## config.mk

```make
export PLATFORM = sky130hd
export DESIGN_NAME = prog_sequencer
export DESIGN_NICKNAME = d
export VERILOG_FILES = /design/src/rtl/prog_seq_pkg.sv /design/src/rtl/prog_sequencer_branch_lut.sv /design/src/rtl/prog_sequencer.sv
export SDC_FILE = /design/constraint.sdc
export NUM_CORES = 1
export LEC_CHECK = 0
export ABC_AREA = 1
export CAP_MARGIN = 30
export CORE_ASPECT_RATIO = 1.4
export CORE_MARGIN = 4
export CORE_UTILIZATION = 67
export CTS_BUF_LIST = sky130_fd_sc_hd__clkbuf_8
export DETAILED_ROUTE_END_ITERATION = 10
export GPL_TIMING_DRIVEN = 0
export PLACE_DENSITY = 0.89
export SLEW_MARGIN = 20
export SYNTH_ARGS = -nofsm -noshare
export SYNTH_HDL_FRONTEND = slang
export SYNTH_SLANG_ARGS = --single-unit
```

## constraint.sdc

```tcl
create_clock -name clk -period 11.4 [get_ports clk]
set_input_delay 2.28 -clock clk [delete_from_list [all_inputs] [get_ports clk]]
set_output_delay 2.28 -clock clk [all_outputs]
set_load 0.02 [all_outputs]
```

## src/rtl/prog_seq_pkg.sv

```systemverilog
// rtl/prog_seq_pkg.sv - shared state encoding and default parameters for prog_sequencer
package prog_seq_pkg;

    typedef enum logic [1:0] {
        IDLE = 2'd0,
        RUN  = 2'd1,
        DONE = 2'd2
    } seq_state_t;

    localparam int DEF_D          = 12;
    localparam int DEF_LUT_AW     = 4;
    localparam int DEF_START_ADDR = 0;
    localparam int DEF_END_ADDR   = 50;
    localparam int DEF_CW         = 16;

endpackage

```

## src/rtl/prog_sequencer_branch_lut.sv

```systemverilog
// rtl/prog_sequencer_branch_lut.sv - branch-target LUT, one sync write port, one comb read port
module branch_lut #(
    parameter int AW = 4,
    parameter int DW = 12
) (
    input  logic          clk,
    input  logic          reset,
    input  logic          we,
    input  logic [AW-1:0] waddr,
    input  logic [DW-1:0] wdata,
    input  logic [AW-1:0] raddr,
    output logic [DW-1:0] rdata
);

    localparam int ENTRIES = 1 << AW;

    logic [DW-1:0] mem [ENTRIES];

    // Read is combinational from the array, so a same-cycle write is seen only after the edge.
    assign rdata = mem[raddr];

    always_ff @(posedge clk or posedge reset) begin
        if (reset) begin
            for (int i = 0; i < ENTRIES; i++) begin
                mem[i] <= '0;
            end
        end else if (we) begin
            mem[waddr] <= wdata;
        end
    end

endmodule

```

## src/rtl/prog_sequencer.sv

```systemverilog
// rtl/prog_sequencer.sv - run-control FSM, program counter and run-cycle counter
module prog_sequencer
    import prog_seq_pkg::*;
#(
    parameter int D          = DEF_D,
    parameter int LUT_AW     = DEF_LUT_AW,
    parameter int START_ADDR = DEF_START_ADDR,
    parameter int END_ADDR   = DEF_END_ADDR,
    parameter int CW         = DEF_CW
) (
    input  logic              clk,
    input  logic              reset,
    input  logic              req,
    input  logic              halt,
    input  logic              relj,
    input  logic              absj,
    input  logic [D-1:0]      rel_off,
    input  logic [LUT_AW-1:0] lut_idx,
    input  logic              lut_we,
    input  logic [LUT_AW-1:0] lut_waddr,
    input  logic [D-1:0]      lut_wdata,
    output logic [D-1:0]      prog_ctr,
    output logic              run,
    output logic              done,
    output logic [CW-1:0]     cycles
);

    localparam logic [D-1:0] START_PC = D'(START_ADDR);
    localparam logic [D-1:0] END_PC   = D'(END_ADDR);

    seq_state_t    state_q;
    seq_state_t    state_d;
    logic [D-1:0]  lut_rdata;
    logic          finish;

    branch_lut #(
        .AW (LUT_AW),
        .DW (D)
    ) u_lut (
        .clk   (clk),
        .reset (reset),
        .we    (lut_we),
        .waddr (lut_waddr),
        .wdata (lut_wdata),
        .raddr (lut_idx),
        .rdata (lut_rdata)
    );

    assign finish = halt || (prog_ctr == END_PC);

    always_ff @(posedge clk or posedge reset) begin
        if (reset) begin
            state_q <= IDLE;
        end else begin
            state_q <= state_d;
        end
    end

    always_comb begin
        state_d = state_q;
        case (state_q)
            IDLE:    if (req)     state_d = RUN;
            RUN:     if (finish)  state_d = DONE;
            DONE:    if (!req)    state_d = IDLE;
            default:              state_d = IDLE;
        endcase
    end

    always_comb begin
        run  = (state_q == RUN);
        done = (state_q == DONE);
    end

    // The terminating cycle still counts as a RUN cycle but leaves the PC where it stopped.
    always_ff @(posedge clk or posedge reset) begin
        if (reset) begin
            prog_ctr <= START_PC;
            cycles   <= '0;
        end else begin
            case (state_q)
                IDLE: begin
                    if (req) begin
                        prog_ctr <= START_PC;
                        cycles   <= '0;
                    end
                end
                RUN: begin
                    if (cycles != '1) begin
                        cycles <= cycles + CW'(1);
                    end
                    if (!finish) begin
                        if (absj) begin
                            prog_ctr <= lut_rdata;
                        end else if (relj) begin
                            prog_ctr <= prog_ctr + rel_off;
                        end else begin
                            prog_ctr <= prog_ctr + D'(1);
                        end
                    end
                end
                default: ;
            endcase
        end
    end

endmodule

```

==> impl_results.md, run 1 <==
* # diodes at 0
* Syn_area_per_cell at 7.66 um2
* Number of global-route vias before repair at 10900
* Synth top area cells: dfrtp_1, nand2_1, o21ai_0
* HP Class: flop to flop
* Antenna viol nets, final at 0
* Insertion delay to the later sink of the worst-skew pair at between 0.5 and 0.6 ns
* Area Growth Syn to Fin at 15.0%
* DRC viols at 0
* Antenna violations before repair at 0
* Post-synthesis sequential area ratio at 50.3%
* Pwr Density at 187 mW/mm2
* Syn_nets at 1494
* Clock sink count at about 220
* Max Cap Viol at 0
* Share of synthesized registers carrying an async set or reset at 100%
* Final hold vios at 0
* # setup viols final at 0
* Cell count after placement at 1707
* Status: finished clean
* Post-synthesis register bit count at 222
* Cell Area, Synth at roughly 0.011 mm2
* Crit path kind: flop to output port
* Post-route minimum period at 4.61 ns
* GP Congestion at 0.950
* Layout Cells excl Fill at around 1800
* Fin crit share at 40.4%
* Total core area at 0.0162 mm2
* Final Max Slew Viols at 0
* CTS buffer count at 35
* Iter 0 DRT Violations at between 1000 and 1500
* Drt via density at 6.24
* Critical path arrival at 2.33 ns
* WL final at between 30000 and 40000 um
* CTS clock-pin slew for the worst setup and hold paths at 0.06 ns
* CTS tree: done
* Largest net degree at the start of global routing at just under 100
* Leakage power at 6.18 nW
* Ys flop type: dfrtp_1
* Postcts setup bufs at 0
* Worst Path Required at 9.12 ns
* Crit path capture type: output port
* Final global-route overflow total at 0
* Share of cells above drive strength 1 at slightly below 6%
* Die Area at 0.0186 mm2
* Library cells used by synthesis at 34
* Most instantiated library cell after synthesis: nand2_1
* First-pass detailed-route iteration total at 8
* Routed len/inst at 20.2 um
* Die H at between 150 and 200 um
* Maximum vdd drop at 0.151 mV
* Min setup slack post-route at 6.79 ns
* Max Buffers Root-to-Sink at 3
* Num rows at 55
* Synth top cells by count: nand2_1, dfrtp_1, o21ai_0, nand3_1, inv_1
* Cells after Synth at ~1400
* Num ports at 69
* Routed vias at 11000
* Post-synth top area share at 50.3%
* Resized Gates After CTS at 0
* CP Launch Type: flop
* Worst-Margin Slew at 0.849 ns
* Number of flops mapped to enable cells by yosys at 0
* CP Max Fanout at 10
* Yosys top cell by area: dfrtp_1
* DP HPWL at approximately 25000 um
* Synth Warn # at 0
* Max-slew headroom at 43.4%
* Tot Pwr at 2.37 mW
* Gr usage total at 39.3%
* Initial Utilization at 68.3%
* Final clock skew at ~0.052 ns
* Root Buffer: clkbuf_8
* Final net count at 1597
* Global-route wire length before repair at 56300 um
* H-tree depth at 2
* Place WS at 6.48 ns
* Die X at around 120 um
* Port bufs at 64
* Count of hold buffers inserted by post-cts repair at 0
* Setup TNS at 0 ns
* F_max at 0.217 GHz
* RSZ-0062 raised after global routing: false
==> critical path, stage by stage, from the launching register on <==
cell and delay, ns:
dfrtp_1 0.39, nor2_1 0.27, clkbuf_1 0.44, clkdlybuf4s50_1 0.70
==> final timing paths <==
check | startpoint | endpoint | slack (ns) | cells after the start
worst max register to register | prog_ctr[8] | prog_ctr[4] | 9.25 | 9
worst max-delay path | state_q[1] | run | 6.79 | 3
worst min-delay path | u_lut.mem[138] | u_lut.mem[138] | 0.49 | 2
min in group asynchronous | reset | u_lut.mem[62] | 2.17 | 2
max in group asynchronous | reset | u_lut.mem[115] | 8.05 | 4
worst min register to register | u_lut.mem[138] | u_lut.mem[138] | 0.49 | 2
==> layout make-up <==
class                      count  area [um2]
fill                        1161        3480
inverter                     104         398
timing repair buffer          66         696
tap                          199         249
multi-input combinational   1028        4720
sequential                   222        5560
clock buffer                  45         619
clock inverter                18        81.3
buffer                        88         373
==> state kept, by name, summed over array words and instances, names as in the netlist <==
register   cells
cycles        16
prog_ctr      12
state_q        2
u_lut.mem    192
==> kinds of logic after synthesis <==
| logic type | after synthesis | synth area share (%) |
|---|---|---|
| buffers and inverters | 192 | 6.91 |
| AOI/OAI and AO/OA | 279 | 13.1 |
| DFF | 222 | 50.3 |
| and+or+nand+nor | 727 | 27.5 |
| adders and majority gates | 13 | 1.54 |
| xor gates and xnor gates | 9 | 0.714 |
==> where the power goes <==
part,total [mW],switching [mW],internal (mW)
clock,0.675,0.319,0.356
combinational,0.622,0.388,0.234
sequential,1.07,0.110,0.960
==> cell usage in the layout (no fill, tap or decap), types with 12 or more instances in the layout <==
| cell type | netlist | layout |
|---|---|---|
| nand2_1 | 445 | 445 |
| ha_1 | 12 | 12 |
| nand3_1 | 185 | 185 |
| nor2_1 | 73 | 73 |
| clkbuf_8 | 0 | 45 |
| o21ai_0 | 202 | 202 |
| clkbuf_1 | 55 | 55 |
| a21oi_1 | 59 | 59 |
| inv_1 | 100 | 111 |
| clkdlybuf4s50_1 | 0 | 64 |
| buf_2 | 22 | 22 |
| dfrtp_1 | 222 | 222 |
==> layer usage <==
layer	wire length, um	vias to the layer above	part of all wire, %	GRT usage, %
met5	0	-	0	0
met4	2920	0	8.2	25.7
met3	3830	216	11	8.04
met2	17100	791	48	63.5
met1	12000	5122	34	46.8
li1	-	4917	-	-
==> stage by stage <==
stage / utilization [%] / area, um2 / hold WS [ns]
finish: 78.5 / 12700 / 0.487
global route: 78.5 / 12700 / 0.502
CTS: 78.5 / 12700 / 0.484
detailed placement: 74.2 / 12000 / 0.468
global placement: 73.8 / 11900 / 0.461
floorplan: - / 11000 / 0.448
Note: power is estimated with default switching activity, not from simulation.
==> run 2: changes to the inputs <==
Settings changed: CORE_UTILIZATION 67 to 62, PLACE_DENSITY 0.89 to 0.83.
Clock period 11.4 ns to 4.7 ns, I/O delays scaled along.
==> run 2 against run 1 <==
Compared with the run above:
- cell area rose by 1.5%
- global-route usage fell by 3.8 points
- clock skew fell by 0.022 ns
- count of clock-buffer cells in the layout fell by 2
- largest cell class unchanged
- non-clock buffer count rose by 5
- critical endpoint unchanged
- die area rose by 7.6%
- first-iteration DRC count fell by 11%
- highest routed layer unchanged
- largest power group unchanged
==> impl_results.md, run 2 (synthesis results as in run 1) <==
* Status: finished clean
* Critical path arrival at 2.31 ns (-0.02 ns)
* Gr usage total at 35.5% (-3.8 points)
* GP Congestion at 0.974 (+2.5%)
* CTS buffer count at 35 (unchanged)
* Crit path kind: flop to output port
* Fin crit share at 69.1%
* Final net count at 1602 (+0.31%)
* Routed len/inst at 19.3 um (-4.6%)
* Final global-route overflow total at 0 (unchanged)
* Num rows at 57 (+3.6%)
* Final clock skew at 0.0296 ns (-0.0223 ns)
* Clock sink count at 222 (unchanged)
* DP HPWL at 24800 um (-1.3%)
* Registers with the most flip-flops: u_lut.mem: 192 flops, cycles: 16 flops, prog_ctr: 12 flops
* Post-DP Area at 0.0121 mm2 (+1.1%)
* H-tree depth at 2 (unchanged)
* Port bufs at 64 (unchanged)
* Max Buffers Root-to-Sink at 3 (unchanged)
* Critical Path Max Stage Delay at 0.69 ns (about the same)
* Routed vias at 10800 (-2.2%)
* Postcts setup bufs at 0 (unchanged)
* Share of cells above drive strength 1 at 6.10% (+0.18 points)
* Slowest CP cell: clkdlybuf4s50_1
* Final Max Slew Viols at 0 (unchanged)
* CTS clock-pin slew for the worst setup and hold paths at 0.06 ns (about the same)
* Tot Pwr at 5.93 mW (+150%)
* First-pass detailed-route iteration total at 6 (-2)
* Maximum vdd drop at 0.410 mV (+170%)
* Crit path capture type: output port
* Pwr Density at 460 mW/mm2 (+150%)
* Number of global-route vias before repair at 10700 (-1.6%)
* Largest register FFs at 192 (unchanged)
* CP cell instances: nor2_1 > clkbuf_1 > clkdlybuf4s50_1
* HP Class: flop to flop
* Root Buffer: clkbuf_8
* Die H at 166 um (+3.8%)
* Fillers at 1423 (+23%)
* Iter 0 DRT Violations at 1306 (-11%)
* Place WS at 1.15 ns (-5.33 ns)
* Max-slew headroom at 43.1% (-0.26 points)
* Total core area at 0.0174 mm2 (+7.6%)
* Initial Utilization at 63.5% (-4.8 points)
* Max Cap Viol at 0 (unchanged)
* Worst hold slack at 0.483 ns (-0.00425 ns)
* CP Max Fanout at 10 (unchanged)
* # setup viols final at 0 (unchanged)
* Final instance area at 0.0129 mm2 (+1.5%)
* Count of hold buffers inserted by post-cts repair at 0 (unchanged)
* Area Growth Syn to Fin at 16.7%
* Largest register by flop count: u_lut.mem
* # diodes at 0 (unchanged)
* Most common cell after layout, fill and taps aside: nand2_1
* DRC viols at 0 (unchanged)
* CTS tree: done
* RSZ-0062 raised after global routing: false
* Resized Gates After CTS at 0 (unchanged)
* CP Launch Type: flop
* Worst Path Required at 3.76 ns (-5.36 ns)
* Largest net degree at the start of global routing at 36 (-63%)
* Num ports at 69 (unchanged)
* Final hold vios at 0 (unchanged)
* Drt via density at 5.97 (-4.3%)
* Insertion delay to the later sink of the worst-skew pair at 0.53 ns (about the same)
* Post-route minimum period at between 3 and 4 ns
* Antenna viol nets, final at 0 (unchanged)
* Leakage power at 6.23 nW (+0.81%)
* F_max at 0.308 GHz
* Worst-Margin Slew at 0.853 ns (+0.00397 ns)
* Global-route wire length before repair at 55900 um (-0.77%)
* WL final at 34900 um (-2.5%)
* Commonest cells after routing, fill and taps aside: nand2_1, dfrtp_1, o21ai_0, nand3_1, inv_1
* Antenna violations before repair at 0 (unchanged)
* Die Area at 0.0200 mm2 (+7.6%)
* Die X at 121 um (+3.7%)
* Min setup slack post-route at 1.45 ns (-5.34 ns)
-- run 2: cell type report --
type / instances / area (um2) / share of cell area, %
Buffer: 88 / 373 / 2.89
Clock buffer: 43 / 592 / 4.59
Clock inverter: 17 / 174 / 1.35
Inverter: 104 / 394 / 3.06
Multi-Input combinational cell: 1028 / 4720 / 36.7
Sequential cell: 222 / 5560 / 43.1
Tap cell: 236 / 295 / 2.29
Timing Repair Buffer: 71 / 781 / 6.06
-- run 2: final timing paths --
path	start	endpoint	slack, ns	cells after the start
max in group asynchronous	reset	u_lut.mem[179]	2.86	5
hold reg to reg	u_lut.mem[97]	u_lut.mem[97]	0.48	2
setup reg to reg	prog_ctr[8]	prog_ctr[3]	2.62	9
setup / recovery	state_q[1]	run	1.45	3
hold / removal	u_lut.mem[97]	u_lut.mem[97]	0.48	2
min in group asynchronous	reset	prog_ctr[11]	0.80	2
-- run 2: worst max-delay path: cells and delay by family (launching register included) --
kind                   cells  cell delay [ns]
buffers and inverters      2             1.11
flip-flops                 1             0.37
AND/OR/NAND/NOR            1             0.30
-- run 2: power breakdown --
part / total (mW) / leakage, nW / switching, mW / internal, mW
Clock: 1.83 / 0.428 / 0.787 / 1.04
Combinational: 1.50 / 3.00 / 0.928 / 0.575
Sequential: 2.59 / 2.79 / 0.263 / 2.33
Total: 5.93 / 6.23 / 1.98 / 3.95
-- run 2: metal layers --
layer	global-route usage [%]	share of wire [%]	vias to the layer above
met5	0	0	-
met4	26.1	8.8	0
met3	6.64	9.2	201
met2	56.8	47	661
met1	42.5	35	5027
li1	-	-	4918
-- run 2: stage by stage --
stage / utilization, % / instances / setup TNS [ns]
after floorplan: - / 1442 / 0
after global placement: 68.9 / 1742 / -164.89
after detailed placement: 69.7 / 1749 / 0
after CTS: 74.1 / 1809 / 0
after global routing: 74.1 / 1809 / 0
final: 74.1 / 1809 / 0
